## config.mk

```make
export PLATFORM = sky130hd
export DESIGN_NAME = bounce_box_renderer
export DESIGN_NICKNAME = d
export VERILOG_FILES = /design/src/rtl/vga_pkg.sv /design/src/rtl/bounce_axis.sv /design/src/rtl/bounce_box_renderer.sv
export SDC_FILE = /design/constraint.sdc
export NUM_CORES = 1
export LEC_CHECK = 0
export CORE_ASPECT_RATIO = 1.25
export CORE_UTILIZATION = 61
export CTS_CLUSTER_DIAMETER = 100
export DETAILED_ROUTE_END_ITERATION = 7
export GPL_TIMING_DRIVEN = 0
export PLACE_DENSITY = 0.86
export SLEW_MARGIN = 20
export SYNTH_ARGS = -nofsm -noshare
export SYNTH_HDL_FRONTEND = slang
export SYNTH_SLANG_ARGS = --single-unit
```

## constraint.sdc

```tcl
create_clock -name clk -period 8.59 [get_ports clk]
set_clock_uncertainty 0.15 [all_clocks]
set_input_delay 2.577 -clock clk [delete_from_list [all_inputs] [get_ports clk]]
set_output_delay 2.577 -clock clk [all_outputs]
set_load 0.02 [all_outputs]
```

## src/rtl/vga_pkg.sv

```systemverilog
// Shared VGA constants and the box colour palette used by the pixel stages.
package vga_pkg;
    localparam int H_DISPLAY = 640;
    localparam int V_DISPLAY = 480;
    localparam int RGB_W     = 6;

    localparam logic [RGB_W-1:0] PALETTE [0:7] = '{
        6'b110000, 6'b001100, 6'b000011, 6'b111100,
        6'b110011, 6'b001111, 6'b111111, 6'b100110
    };

    typedef enum logic {
        DIR_POS = 1'b0,
        DIR_NEG = 1'b1
    } dir_t;

    function automatic logic [RGB_W-1:0] palette_lookup(input logic [2:0] idx);
        return PALETTE[idx];
    endfunction
endpackage

```

## src/rtl/bounce_axis.sv

```systemverilog
// One axis of box motion: position and direction, stepping by SPEED and
// clamping/reversing at 0 and LIMIT. bounce is high in the step cycle that reverses.
module bounce_axis
    import vga_pkg::*;
#(
    parameter int LIMIT = 608,
    parameter int SPEED = 2,
    parameter int INIT  = 100
) (
    input  logic       clk,
    input  logic       rst,
    input  logic       step,
    output logic [9:0] pos,
    output logic       bounce
);
    localparam logic [10:0] LIMIT_W = 11'(LIMIT);
    localparam logic [10:0] SPEED_W = 11'(SPEED);

    logic [9:0]  pos_q, pos_d;
    dir_t        dir_q, dir_d;
    logic [10:0] pos_ext;
    logic [10:0] pos_sum;

    assign pos_ext = {1'b0, pos_q};
    assign pos_sum = pos_ext + SPEED_W;

    always_comb begin
        pos_d  = pos_q;
        dir_d  = dir_q;
        bounce = 1'b0;
        if (step) begin
            if (dir_q == DIR_POS) begin
                if (pos_sum >= LIMIT_W) begin
                    pos_d  = LIMIT_W[9:0];
                    dir_d  = DIR_NEG;
                    bounce = 1'b1;
                end else begin
                    pos_d = pos_sum[9:0];
                end
            end else begin
                // Clamp at 0 so the subtraction below can never underflow.
                if (pos_ext <= SPEED_W) begin
                    pos_d  = 10'd0;
                    dir_d  = DIR_POS;
                    bounce = 1'b1;
                end else begin
                    pos_d = pos_q - SPEED_W[9:0];
                end
            end
        end
    end

    always_ff @(posedge clk or posedge rst) begin
        if (rst) begin
            pos_q <= 10'(INIT);
            dir_q <= DIR_POS;
        end else begin
            pos_q <= pos_d;
            dir_q <= dir_d;
        end
    end

    assign pos = pos_q;
endmodule

```

## src/rtl/bounce_box_renderer.sv

```systemverilog
// Draws a solid bouncing box over the VGA timing stream; one register stage
// aligns colour with the delayed syncs.
module bounce_box_renderer
    import vga_pkg::*;
#(
    parameter int BOX_W  = 32,
    parameter int BOX_H  = 32,
    parameter int SPEED  = 2,
    parameter int INIT_X = 100,
    parameter int INIT_Y = 80
) (
    input  logic       clk,
    input  logic       rst,
    input  logic [9:0] x,
    input  logic [9:0] y,
    input  logic       active,
    input  logic       hsync_in,
    input  logic       vsync_in,
    input  logic       enable,
    output logic [1:0] r,
    output logic [1:0] g,
    output logic [1:0] b,
    output logic       hsync_out,
    output logic       vsync_out,
    output logic       corner_pulse,
    output logic [7:0] bounce_count
);
    logic [9:0]  box_x, box_y;
    logic        bounce_x, bounce_y;
    logic        tick, step, hit;
    logic [10:0] box_x_end, box_y_end;

    logic [RGB_W-1:0] rgb_q, rgb_d;
    logic [2:0]       colour_idx_q, colour_idx_d;
    logic [7:0]       bounce_count_q, bounce_count_d;
    logic             corner_q, corner_d;
    logic             hsync_q, hsync_d, vsync_q, vsync_d;

    // First blanking line start: motion lands outside the visible area.
    assign tick = (x == 10'd0) && (y == 10'(V_DISPLAY));
    assign step = tick && enable;

    bounce_axis #(.LIMIT(H_DISPLAY - BOX_W), .SPEED(SPEED), .INIT(INIT_X)) u_axis_x (
        .clk(clk), .rst(rst), .step(step), .pos(box_x), .bounce(bounce_x)
    );

    bounce_axis #(.LIMIT(V_DISPLAY - BOX_H), .SPEED(SPEED), .INIT(INIT_Y)) u_axis_y (
        .clk(clk), .rst(rst), .step(step), .pos(box_y), .bounce(bounce_y)
    );

    assign box_x_end = {1'b0, box_x} + 11'(BOX_W);
    assign box_y_end = {1'b0, box_y} + 11'(BOX_H);
    assign hit = active && (x >= box_x) && ({1'b0, x} < box_x_end)
                        && (y >= box_y) && ({1'b0, y} < box_y_end);

    always_comb begin
        colour_idx_d   = colour_idx_q;
        bounce_count_d = bounce_count_q;
        corner_d       = bounce_x && bounce_y;
        if (bounce_x || bounce_y) begin
            colour_idx_d   = colour_idx_q + 3'd1;
            bounce_count_d = bounce_count_q + 8'd1;
        end
        rgb_d   = hit ? palette_lookup(colour_idx_q) : '0;
        hsync_d = hsync_in;
        vsync_d = vsync_in;
    end

    always_ff @(posedge clk or posedge rst) begin
        if (rst) begin
            rgb_q          <= '0;
            colour_idx_q   <= 3'd0;
            bounce_count_q <= 8'd0;
            corner_q       <= 1'b0;
            hsync_q        <= 1'b1;
            vsync_q        <= 1'b1;
        end else begin
            rgb_q          <= rgb_d;
            colour_idx_q   <= colour_idx_d;
            bounce_count_q <= bounce_count_d;
            corner_q       <= corner_d;
            hsync_q        <= hsync_d;
            vsync_q        <= vsync_d;
        end
    end

    assign r            = rgb_q[5:4];
    assign g            = rgb_q[3:2];
    assign b            = rgb_q[1:0];
    assign hsync_out    = hsync_q;
    assign vsync_out    = vsync_q;
    assign corner_pulse = corner_q;
    assign bounce_count = bounce_count_q;
endmodule

```

### Word-level counts from Yosys, hierarchy flattened

Memories as Yosys holds them, arrays and structs flattened.
Cells that the tools add are included.

| word-level totals | value |
|---|---|
| logic and storage cells | 60 |
| ROM bits | 48 |
| input bits | 26 |
| register bits | 42 |
| memories kept | 1 |

Memory list:

| name | words | bits a word | rd ports | clocked after Yosys merged registers in | write ports | RTL line | text |
|---|---|---|---|---|---|---|---|
| (no name shown) | 8 | 6 | 1 | 0 | 0 | vga_pkg.sv:18 | `return PALETTE[idx];` |

| operators by class | value |
|---|---|
| order comparisons | 9 |
| bitwise operators | 1 |
| add/subtract/negate cells | 8 |
| reduce and logical (&&, ||, !) cells | 9 |
| equal/unequal tests | 1 |
| mux-type cells | 21 |

Operators with widths:

| kind | number |
|---|---|
| 2-to-1 mux 10 bit | 6 |
| adder 10 x 2 -> 11 bit, second input constant | 2 |
| adder 10 x 6 -> 11 bit, second input constant | 2 |
| less-than comparator 10 x 11 -> 1 bit | 2 |
| >= comparator 10 bit | 2 |
| less-or-equal comparator 10 x 2 -> 1 bit, second input constant | 2 |
| subtractor 10 x 2 -> 10 bit, second input constant | 2 |
| 2-to-1 mux 6 bit | 3 |
| 2-to-1 mux 1 bit | 12 |
| >= comparator 11 x 10 -> 1 bit, second input constant | 1 |
| >= comparator 11 x 9 -> 1 bit, second input constant | 1 |
| equality test 10 x 9 -> 1 bit, second input constant | 1 |
| logical NOT 10 bit | 1 |
| adder 8 x 1 -> 8 bit, second input constant | 1 |
| logical AND 1 bit | 7 |
| >= comparator 4 bit, second input constant | 1 |
| inverter 3 -> 4 bit | 1 |
| adder 3 x 1 -> 3 bit, second input constant | 1 |
| logical OR 1 bit | 1 |

### Depth between registers and ports, before layout

Gate-level depths: netlist of the first run.

| logic depth | value |
|---|---|
| depth in word-level cells | 6 |
| gate-level depth with buffers | 11 |
| mapped depth without buffers | 10 |

### Modules after synthesis

From an unflattened synthesis of the first run, not the netlist that was laid out.

| unflattened totals | value |
|---|---|
| cell total of the unflattened synthesis | 425 |
| area total of the unflattened synthesis | 3,768.6 sq um |

By module, submodules not included:

| module | instances | area an instance (sq um) | sequential area each (sq um) | cells an instance |
|---|---|---|---|---|
| bounce_box_renderer | 1 | 1,856.8 | 503.0 | 188 |
| bounce_axis (u_axis_x) | 1 | 985.9 | 254.0 | 121 |
| bounce_axis (u_axis_y) | 1 | 925.9 | 252.7 | 116 |

### Least setup slack after synthesis of the first run

OpenSTA, ideal clock, no wires.

| timing path | value |
|---|---|
| path type | input -> register |
| from | in x[6] |
| to | reg rgb_q[0] |
| slack | 4.090 ns |
| stages | 7 |
| setup time | 0.122 ns |
| arrival | 4.229 ns |
| path buffers | 0 |
| cells stage by stage | ha_1 -> a21o_1 -> a21o_1 -> a221oi_1 -> o21ai_1 -> or3b_4 -> a2111oi_1 |

| between the ends | value |
|---|---|
| longest elaborated chain between the ends | 6 |

RTL lines:

| what | RTL line | text |
|---|---|---|
| from (decl) | bounce_box_renderer.sv:14 | `input logic [9:0] x,` |
| >= comparator 10 bit | bounce_box_renderer.sv:53 | `assign hit = active && (x >= box_x) && ({1'b0, x} < box_x_end)` |
| logical AND 1 bit | bounce_box_renderer.sv:53 |  |
| logical AND 1 bit (*) | bounce_box_renderer.sv:53 |  |
| logical AND 1 bit (*) (2 in series) | bounce_box_renderer.sv:54 | `&& (y >= box_y) && ({1'b0, y} < box_y_end);` |
| 2-to-1 mux 6 bit (*) | bounce_box_renderer.sv:64 | `rgb_d = hit ? palette_lookup(colour_idx_q) : '0;` |
| net rgb_d[0] | bounce_box_renderer.sv:33 | `logic [RGB_W-1:0] rgb_q, rgb_d;` |
| to (signal assigned) | bounce_box_renderer.sv:78 | `rgb_q <= rgb_d;` |
| to (decl) | bounce_box_renderer.sv:33 |  |

Mark *: on every way through the listed nets, which the timed path passes. The rest lies on a longest branch.
A chain may end at the register's enable or synchronous reset.

### Final worst setup path of the first run

| timing path | value |
|---|---|
| from | in x[8] |
| to | reg u_axis_x.dir_q |

| between the ends | value |
|---|---|
| longest elaborated chain between the ends | 3 |

RTL lines:

| what | RTL line | text |
|---|---|---|
| logical NOT 10 bit | bounce_box_renderer.sv:40 | `assign tick = (x == 10'd0) && (y == 10'(V_DISPLAY));` |
| logical AND 1 bit | bounce_box_renderer.sv:40 |  |
| logical AND 1 bit | bounce_box_renderer.sv:41 | `assign step = tick && enable;` |
| to (signal assigned) | bounce_axis.sv:59 | `dir_q <= dir_d;` |
| to (decl) | bounce_axis.sv:20 | `dir_t dir_q, dir_d;` |

Every way passes these cells.

==> results of run 1 <==
-- worst min path at each step --
| stage | from | to | slack [ps] | depth (start not counted) |
|---|---|---|---|---|
| after floorplan | u_axis_y.pos[4]$_DFFE_PP1P_ | u_axis_y.pos[4]$_DFFE_PP1P_ | 350 | 2 |
| after global placement | bounce_count[7]$_DFFE_PP0P_ | bounce_count[7]$_DFFE_PP0P_ | 300 | 1 |
| after detailed placement | bounce_count[7]$_DFFE_PP0P_ | bounce_count[7]$_DFFE_PP0P_ | 310 | 1 |
| after CTS | bounce_count[7]$_DFFE_PP0P_ | bounce_count[7]$_DFFE_PP0P_ | 320 | 1 |
| after global routing | bounce_count[7]$_DFFE_PP0P_ | bounce_count[7]$_DFFE_PP0P_ | 370 | 1 |
| final | bounce_count[7]$_DFFE_PP0P_ | bounce_count[7]$_DFFE_PP0P_ | 320 | 1 |
-- sequential cells by signal, indices dropped and copies added (netlist names) --
signal          flops
u_axis_x.dir_q      1
colour_idx_q        3
vsync_out           1
bounce_count        8
rgb_q               6
u_axis_y.dir_q      1
corner_pulse        1
u_axis_x.pos        9
u_axis_y.pos        9
hsync_out           1
-- routing by layer --
| metal | up-vias | global-route usage [%] | share of wire, % |
|---|---|---|---|
| li1 | 1560 | - | - |
| met1 | 1546 | 35.2 | 39 |
| met2 | 125 | 59.8 | 53 |
| met3 | 31 | 4.77 | 5.2 |
| met4 | 0 | 12.0 | 2.3 |
| met5 | - | 0 | 0 |
-- cells by family (layout without fill, tap and decap cells) --
logic type,after synthesis,in the layout
mux,6,6
flops,40,40
xor+xnor,18,18
fa+ha+maj,43,43
simple gates,118,118
compound gates,119,119
buf+inv,47,98
-- synth_stat cells (3+ instances only) --
| cell | number | area (µm²) |
|---|---|---|
| xnor2_1 | 10 | 87.6 |
| nand2_1 | 25 | 93.8 |
| nor2_1 | 20 | 75.1 |
| clkbuf_1 | 8 | 30.0 |
| nor3_1 | 15 | 75.1 |
| a21o_1 | 6 | 45.0 |
| buf_4 | 5 | 37.5 |
| a22oi_1 | 4 | 30.0 |
| a31oi_1 | 4 | 25.0 |
| nand4_1 | 9 | 56.3 |
| mux2i_1 | 3 | 30.0 |
| o211ai_1 | 4 | 30.0 |
| a21oi_1 | 25 | 125 |
| or3_1 | 4 | 25.0 |
| a211oi_1 | 9 | 67.6 |
| and2_1 | 6 | 37.5 |
| nand3_1 | 9 | 45.0 |
| inv_1 | 30 | 113 |
| xor2_1 | 8 | 70.1 |
| dfstp_2 | 7 | 184 |
| o22ai_1 | 5 | 31.3 |
| nor4_1 | 7 | 43.8 |
| ha_1 | 43 | 538 |
| dfrtp_1 | 33 | 826 |
| o31ai_1 | 5 | 37.5 |
| a2111oi_1 | 4 | 40.0 |
| o21ai_0 | 29 | 145 |
-- worst max-delay path: stages --
cell             delay, ps
clkdlybuf4s50_1        510
nor4b_1                470
nand2_1                150
or3_1                  490
clkbuf_1               300
clkbuf_1               350
o21ai_0                230
o21ai_0                110
-- through the flow --
step | instance area [µm²] | setup WS (ps)
2_1_floorplan | 3490 | 4090
3_3_place_gp | 4000 | 3160
3_5_place_dp | 4020 | 3130
4_1_cts | 4110 | 3430
5_1_grt | 4110 | 3240
6_report | 4110 | 3420
-- cell usage in the layout, fill, tap and decap left out, types with 5 or more instances in the layout --
master / instances
a211oi_1: 9
a21o_1: 6
a21oi_1: 25
and2_1: 6
buf_4: 5
clkbuf_1: 8
clkbuf_8: 6
clkdlybuf4s50_1: 42
dfrtp_1: 33
dfstp_2: 7
ha_1: 43
inv_1: 29
nand2_1: 25
nand3_1: 9
nand4_1: 9
nor2_1: 20
nor3_1: 15
nor4_1: 7
o21ai_0: 29
o22ai_1: 5
o31ai_1: 5
xnor2_1: 10
xor2_1: 8
-- cell type report --
type | count | area share [%]
Clock buffer | 6 | 2.01
Timing Repair Buffer | 43 | 10.7
Buffer | 17 | 2.22
Tap cell | 64 | 1.95
Sequential cell | 40 | 24.6
Multi-Input combinational cell | 304 | 55.5
Inverter | 30 | 2.74
Clock inverter | 2 | 0.365
-- power breakdown --
group	internal [µW]	total [µW]	switching [µW]
Sequential	189	190	0.216
Combinational	19.9	37.3	17.3
Clock	65.1	137	71.6
==> flow_summary_export.csv, run 1 <==
group,metric,value,unit
yosys,synthAdderAreaFrac,15.4,%
yosys,synth_compound_area_share,24.6,%
worst_setup_path,crit_start,"x[8]",
yosys,yosys_warnings,0,
detailed_routing,drtIter0Drc,270,
detailed_routing,first_pass_iters,4,
cells_and_area,post-route-util,75.0,%
clock_tree,cts_hold_buf,0,
run,maxCapViolCount,0,
worst_setup_path,crit_type,"in2reg",
outcome,status,"complete, no violations",
global_route,grt_overflow,0,
pwr,p_per_area,88.4,mW/mm²
cells_and_area,multi_input_comb_area,0.00228,mm²
detailed_routing,wl_per_cell,17.8,µm
detailed_routing,drc,0,
sta,setup_viol,0,
yosys,synthMuxAreaShare,1.93,%
clock_tree,cts_tree,"built",
place,portBuffers,42,
pwr,power,364,µW
yosys,synth_seq_area_share,28.9,%
clock_tree,numCtsBuffers,5,
yosys,synth_xor_area_share,4.51,%
worst_setup_path,crit_fanout,10,
cells_and_area,finalNonFillerCells,506,
yosys,ys_ff_latch,40,
detailed_routing,vias,3262,
detailed_routing,wl,9030,µm
global_route,gr-usage-all-layers,31.4,%
yosys,synth.cell_area,0.00349,mm²
clock_tree,insertion_delay,300,ps
clock_tree,clock-root-buffer,"clkbuf_8",
yosys,synth_ff_type,"dfrtp_1",
yosys,synth_edf_count,0,
worst_hold_path,hp-class,"reg2reg",
floorplan,coreArea,0.00548,mm²
sta,worst_slew_pin_slew,630,ps
yosys,synth.net_count,460,
floorplan,dieWidth,69.7,µm
yosys,synth.distinct_cells,70,
clock_tree,clock-sinks,40,
sta,drv_slew,0,
clock_tree,cts_htree_levels,2,
worst_setup_path,arrival,5190,ps
worst_setup_path,r2r_slack,5180,ps
cells_and_area,nets,510,
yosys,async_flop_share,100,%
floorplan,initial_core_util,63.8,%
place,hpwl,6960,µm
worst_setup_path,crit_end,"u_axis_x.dir_q$_DFFE_PP0P_",
global_route,grt_pass1_vias,3252,
sta,holdWs,316,ps
cells_and_area,drive_above_1_share,9.73,%
sta,fmax,193,MHz
place,dp.cells,498,
detailed_routing,antenna_left,0,
detailed_routing,viasPerCell,6.45,
yosys,synthCells,391,
worst_setup_path,r2r-end,"rgb_q[3]$_DFF_PP0_",
place,gp_congestion,0.974,
yosys,synth-simple-area-share,18.8,%
clock_tree,clockBufferDepth,2,
global_route,grt_max_degree,32,
cells_and_area,diodes,0,
cells_and_area,regArea,0.00101,mm²
sta,maxSlewHeadroom,58.0,%
yosys,synth.avg_cell_area,8.94,µm²
worst_setup_path,r2r_start,"u_axis_x.pos[5]$_DFFE_PP1P_",
worst_setup_path,r2r_cells,10,
sta,setup_tns,0,ps
cells_and_area,fillers,429,
clock_tree,cts-resized-gates,0,
worst_setup_path,cp.required,8610,ps
floorplan,pin_count,43,
sta,min_period,5170,ps
floorplan,dieArea,0.00604,mm²
sta,fin_crit_sh,60.2,%
pwr,vdd_drop_max,0.0910,mV
global_route,antenna_found_initial,0,
cells_and_area,areaGrowthSynthToFinish,17.7,%
sta,hold_violations,0,
clock_tree,cts_setup_buffers,0,
floorplan,die_y,86.6,µm
global_route,grt_pass1_wl,15100,µm
floorplan,rows,30,
worst_setup_path,start_kind,"input port",
clock_tree,clk_pin_slew_worst_paths,80,ps
sta,grt_setup_unrepaired,"false",
pwr,p_leak,0.00176,µW
yosys,synth_top_family_by_area,"compound AO/OA/AOI/OAI gates",
worst_setup_path,end_kind,"flip-flop",
Power figures use the tool's default switching activity.
==> run 2, diff against run 1 <==
--- a/config.mk
+++ b/config.mk
@@ -6,11 +6,11 @@
 export NUM_CORES = 1
 export LEC_CHECK = 0
 export CORE_ASPECT_RATIO = 1.25
-export CORE_UTILIZATION = 61
+export CORE_UTILIZATION = 57
 export CTS_CLUSTER_DIAMETER = 100
 export DETAILED_ROUTE_END_ITERATION = 7
 export GPL_TIMING_DRIVEN = 0
-export PLACE_DENSITY = 0.86
+export PLACE_DENSITY = 0.81
 export SLEW_MARGIN = 20
 export SYNTH_ARGS = -nofsm -noshare
 export SYNTH_HDL_FRONTEND = slang
==> constraint.sdc (replaced) <==
create_clock -name clk -period 5.3 [get_ports clk]
set_clock_uncertainty 0.15 [all_clocks]
set_input_delay 1.59 -clock clk [delete_from_list [all_inputs] [get_ports clk]]
set_output_delay 1.59 -clock clk [all_outputs]
set_load 0.02 [all_outputs]
==> flow_summary_export.csv, run 2 (synthesis gave the netlist of run 1 again) <==
group,metric,value,unit
outcome,status,"complete, no violations",
worst_setup_path,arrival,4230,ps
global_route,grt_max_degree,32,
worst_setup_path,crit_fanout,10,
worst_setup_path,crit_type,"in2reg",
worst_hold_path,whs_endpoint,"bounce_count[7]$_DFFE_PP0P_",
clock_tree,clock-sinks,40,
worst_setup_path,slowest_delay,510,ps
cells_and_area,drive_above_1_share,9.73,%
worst_hold_path,min_from,"bounce_count[7]$_DFFE_PP0P_",
sta,setup_tns,0,ps
global_route,grt_pass1_vias,3250,
worst_setup_path,r2r_cells,10,
cells_and_area,areaGrowthSynthToFinish,18.3,%
sta,hold_violations,0,
global_route,gr-usage-all-layers,29.7,%
sta,maxSlewHeadroom,55.2,%
clock_tree,clockBufferDepth,2,
clock_tree,cts-resized-gates,0,
global_route,busiest_layer,"met2",
worst_hold_path,whs_path_depth,1,
cells_and_area,post-route-util,70.6,%
global_route,gr-usage-met2,54.9,%
detailed_routing,wl,9150,µm
cells_and_area,layout_common_cells,"ha_1, clkdlybuf4s50_1, dfrtp_1, o21ai_0, inv_1",
sta,fin_crit_sh,79.5,%
clock_tree,clk_pin_slew_worst_paths,90,ps
cells_and_area,finalNonFillerCells,524,
clock_tree,clock-root-buffer,"clkbuf_8",
cells_and_area,diodes,0,
worst_setup_path,start_kind,"input port",
sta,min_period,4210,ps
pwr,p_leak,0.00176,µW
global_route,grt_overflow,0,
sta,setup_viol,0,
clock_tree,cts_hold_buf,0,
worst_setup_path,end_kind,"flip-flop",
worst_setup_path,crit_chain,"clkdlybuf4s50_1 -> nor4b_1 -> nand2_1 -> or3_1 -> clkbuf_1 -> clkbuf_1 -> o21ai_0 -> o21ai_0",
detailed_routing,antenna_left,0,
clock_tree,numCtsBuffers,5,
global_route,met3_usage,3.61,%
cells_and_area,nets,510,
sta,grt_setup_unrepaired,"false",
worst_setup_path,cp.required,5310,ps
detailed_routing,first_pass_iters,5,
place,hpwl,6970,µm
sta,worst_slew_pin_slew,673,ps
worst_setup_path,r2r_slack,1980,ps
floorplan,rows,31,
detailed_routing,drc,0,
worst_setup_path,r2r-end,"rgb_q[5]$_DFF_PP0_",
pwr,vdd_drop_max,0.119,mV
detailed_routing,wl_per_cell,17.5,µm
detailed_routing,drtIter0Drc,221,
detailed_routing,vias,3300,
clock_tree,cts_setup_buffers,0,
global_route,grt_pass1_wl,14800,µm
global_route,antenna_found_initial,0,
global_route,met1_usage,33.7,%
floorplan,dieArea,0.00645,mm²
worst_setup_path,critical_path.slowest_cell,"clkdlybuf4s50_1",
clock_tree,insertion_delay,300,ps
clock_tree,cts_htree_levels,2,
sta,drv_slew,0,
detailed_routing,viasPerCell,6.30,
floorplan,initial_core_util,59.7,%
floorplan,pin_count,43,
sta,fmax,237,MHz
place,portBuffers,42,
floorplan,dieWidth,72.0,µm
place,gp_congestion,0.927,
floorplan,die_y,89.5,µm
pwr,p_per_area,143,mW/mm²
worst_hold_path,hp-class,"reg2reg",
place,dp.cells,516,
floorplan,coreArea,0.00586,mm²
cells_and_area,final_common_cell,"ha_1",
worst_setup_path,r2r_start,"u_axis_x.pos[5]$_DFFE_PP1P_",
clock_tree,cts_tree,"built",
run,maxCapViolCount,0,
run 2: cell counts in the layout (fill, tap and decap cells not counted):
Identical to the previous run, type by type.
run 2: power breakdown:
group	internal [µW]	total, µW	leakage, µW	switching, µW
logic	32.4	61.0	0.00123	28.6
clock network	105	222	0.0000434	116
registers	307	307	0.000487	0.307
total	445	590	0.00176	145
run 2: metal layers:
layer	wire length [µm]	share of wire, %
met1	3650	40
met2	4690	51
met3	480	5.2
met4	333	3.6
met5	0	0
run 2: worst max-delay path, delay by kind of cell:
kind | cells | cell delay [ps]
buf+inv | 3 | 1180
simple gates | 3 | 1100
compound gates | 2 | 350
run 2: cell type report:
class / instances / area, µm²
buffer: 17 / 91.3
sequential: 40 / 1010
inverter: 30 / 113
clock buffer: 6 / 82.6
fill: 482 / 1720
multi-input combinational: 304 / 2280
clock inverter: 2 / 15.0
tap: 82 / 103
timing repair buffer: 43 / 440
run 2: worst max-delay path by stage:
stage / start / endpoint / depth (start not counted)
global placement: x[8] / u_axis_x.dir_q$_DFFE_PP0P_ / 8
finish: x[8] / u_axis_x.dir_q$_DFFE_PP0P_ / 8
global route: y[5] / u_axis_x.dir_q$_DFFE_PP0P_ / 8
detailed placement: y[5] / u_axis_x.dir_q$_DFFE_PP0P_ / 8
CTS: y[5] / u_axis_x.dir_q$_DFFE_PP0P_ / 8
floorplan: x[6] / rgb_q[0]$_DFF_PP0_ / 7
run 2: stage by stage:
| stage | hold slack, ps | total power (µW) | setup slack [ps] | instance area (µm²) |
|---|---|---|---|---|
| 2_1_floorplan | 354 | 340 | 1790 | 3490 |
| 3_3_place_gp | 305 | 371 | 838 | 4020 |
| 3_5_place_dp | 317 | 375 | 777 | 4040 |
| 4_1_cts | 330 | 595 | 1110 | 4140 |
| 5_1_grt | 346 | 613 | 992 | 4140 |
| 6_report | 320 | 590 | 1090 | 4140 |
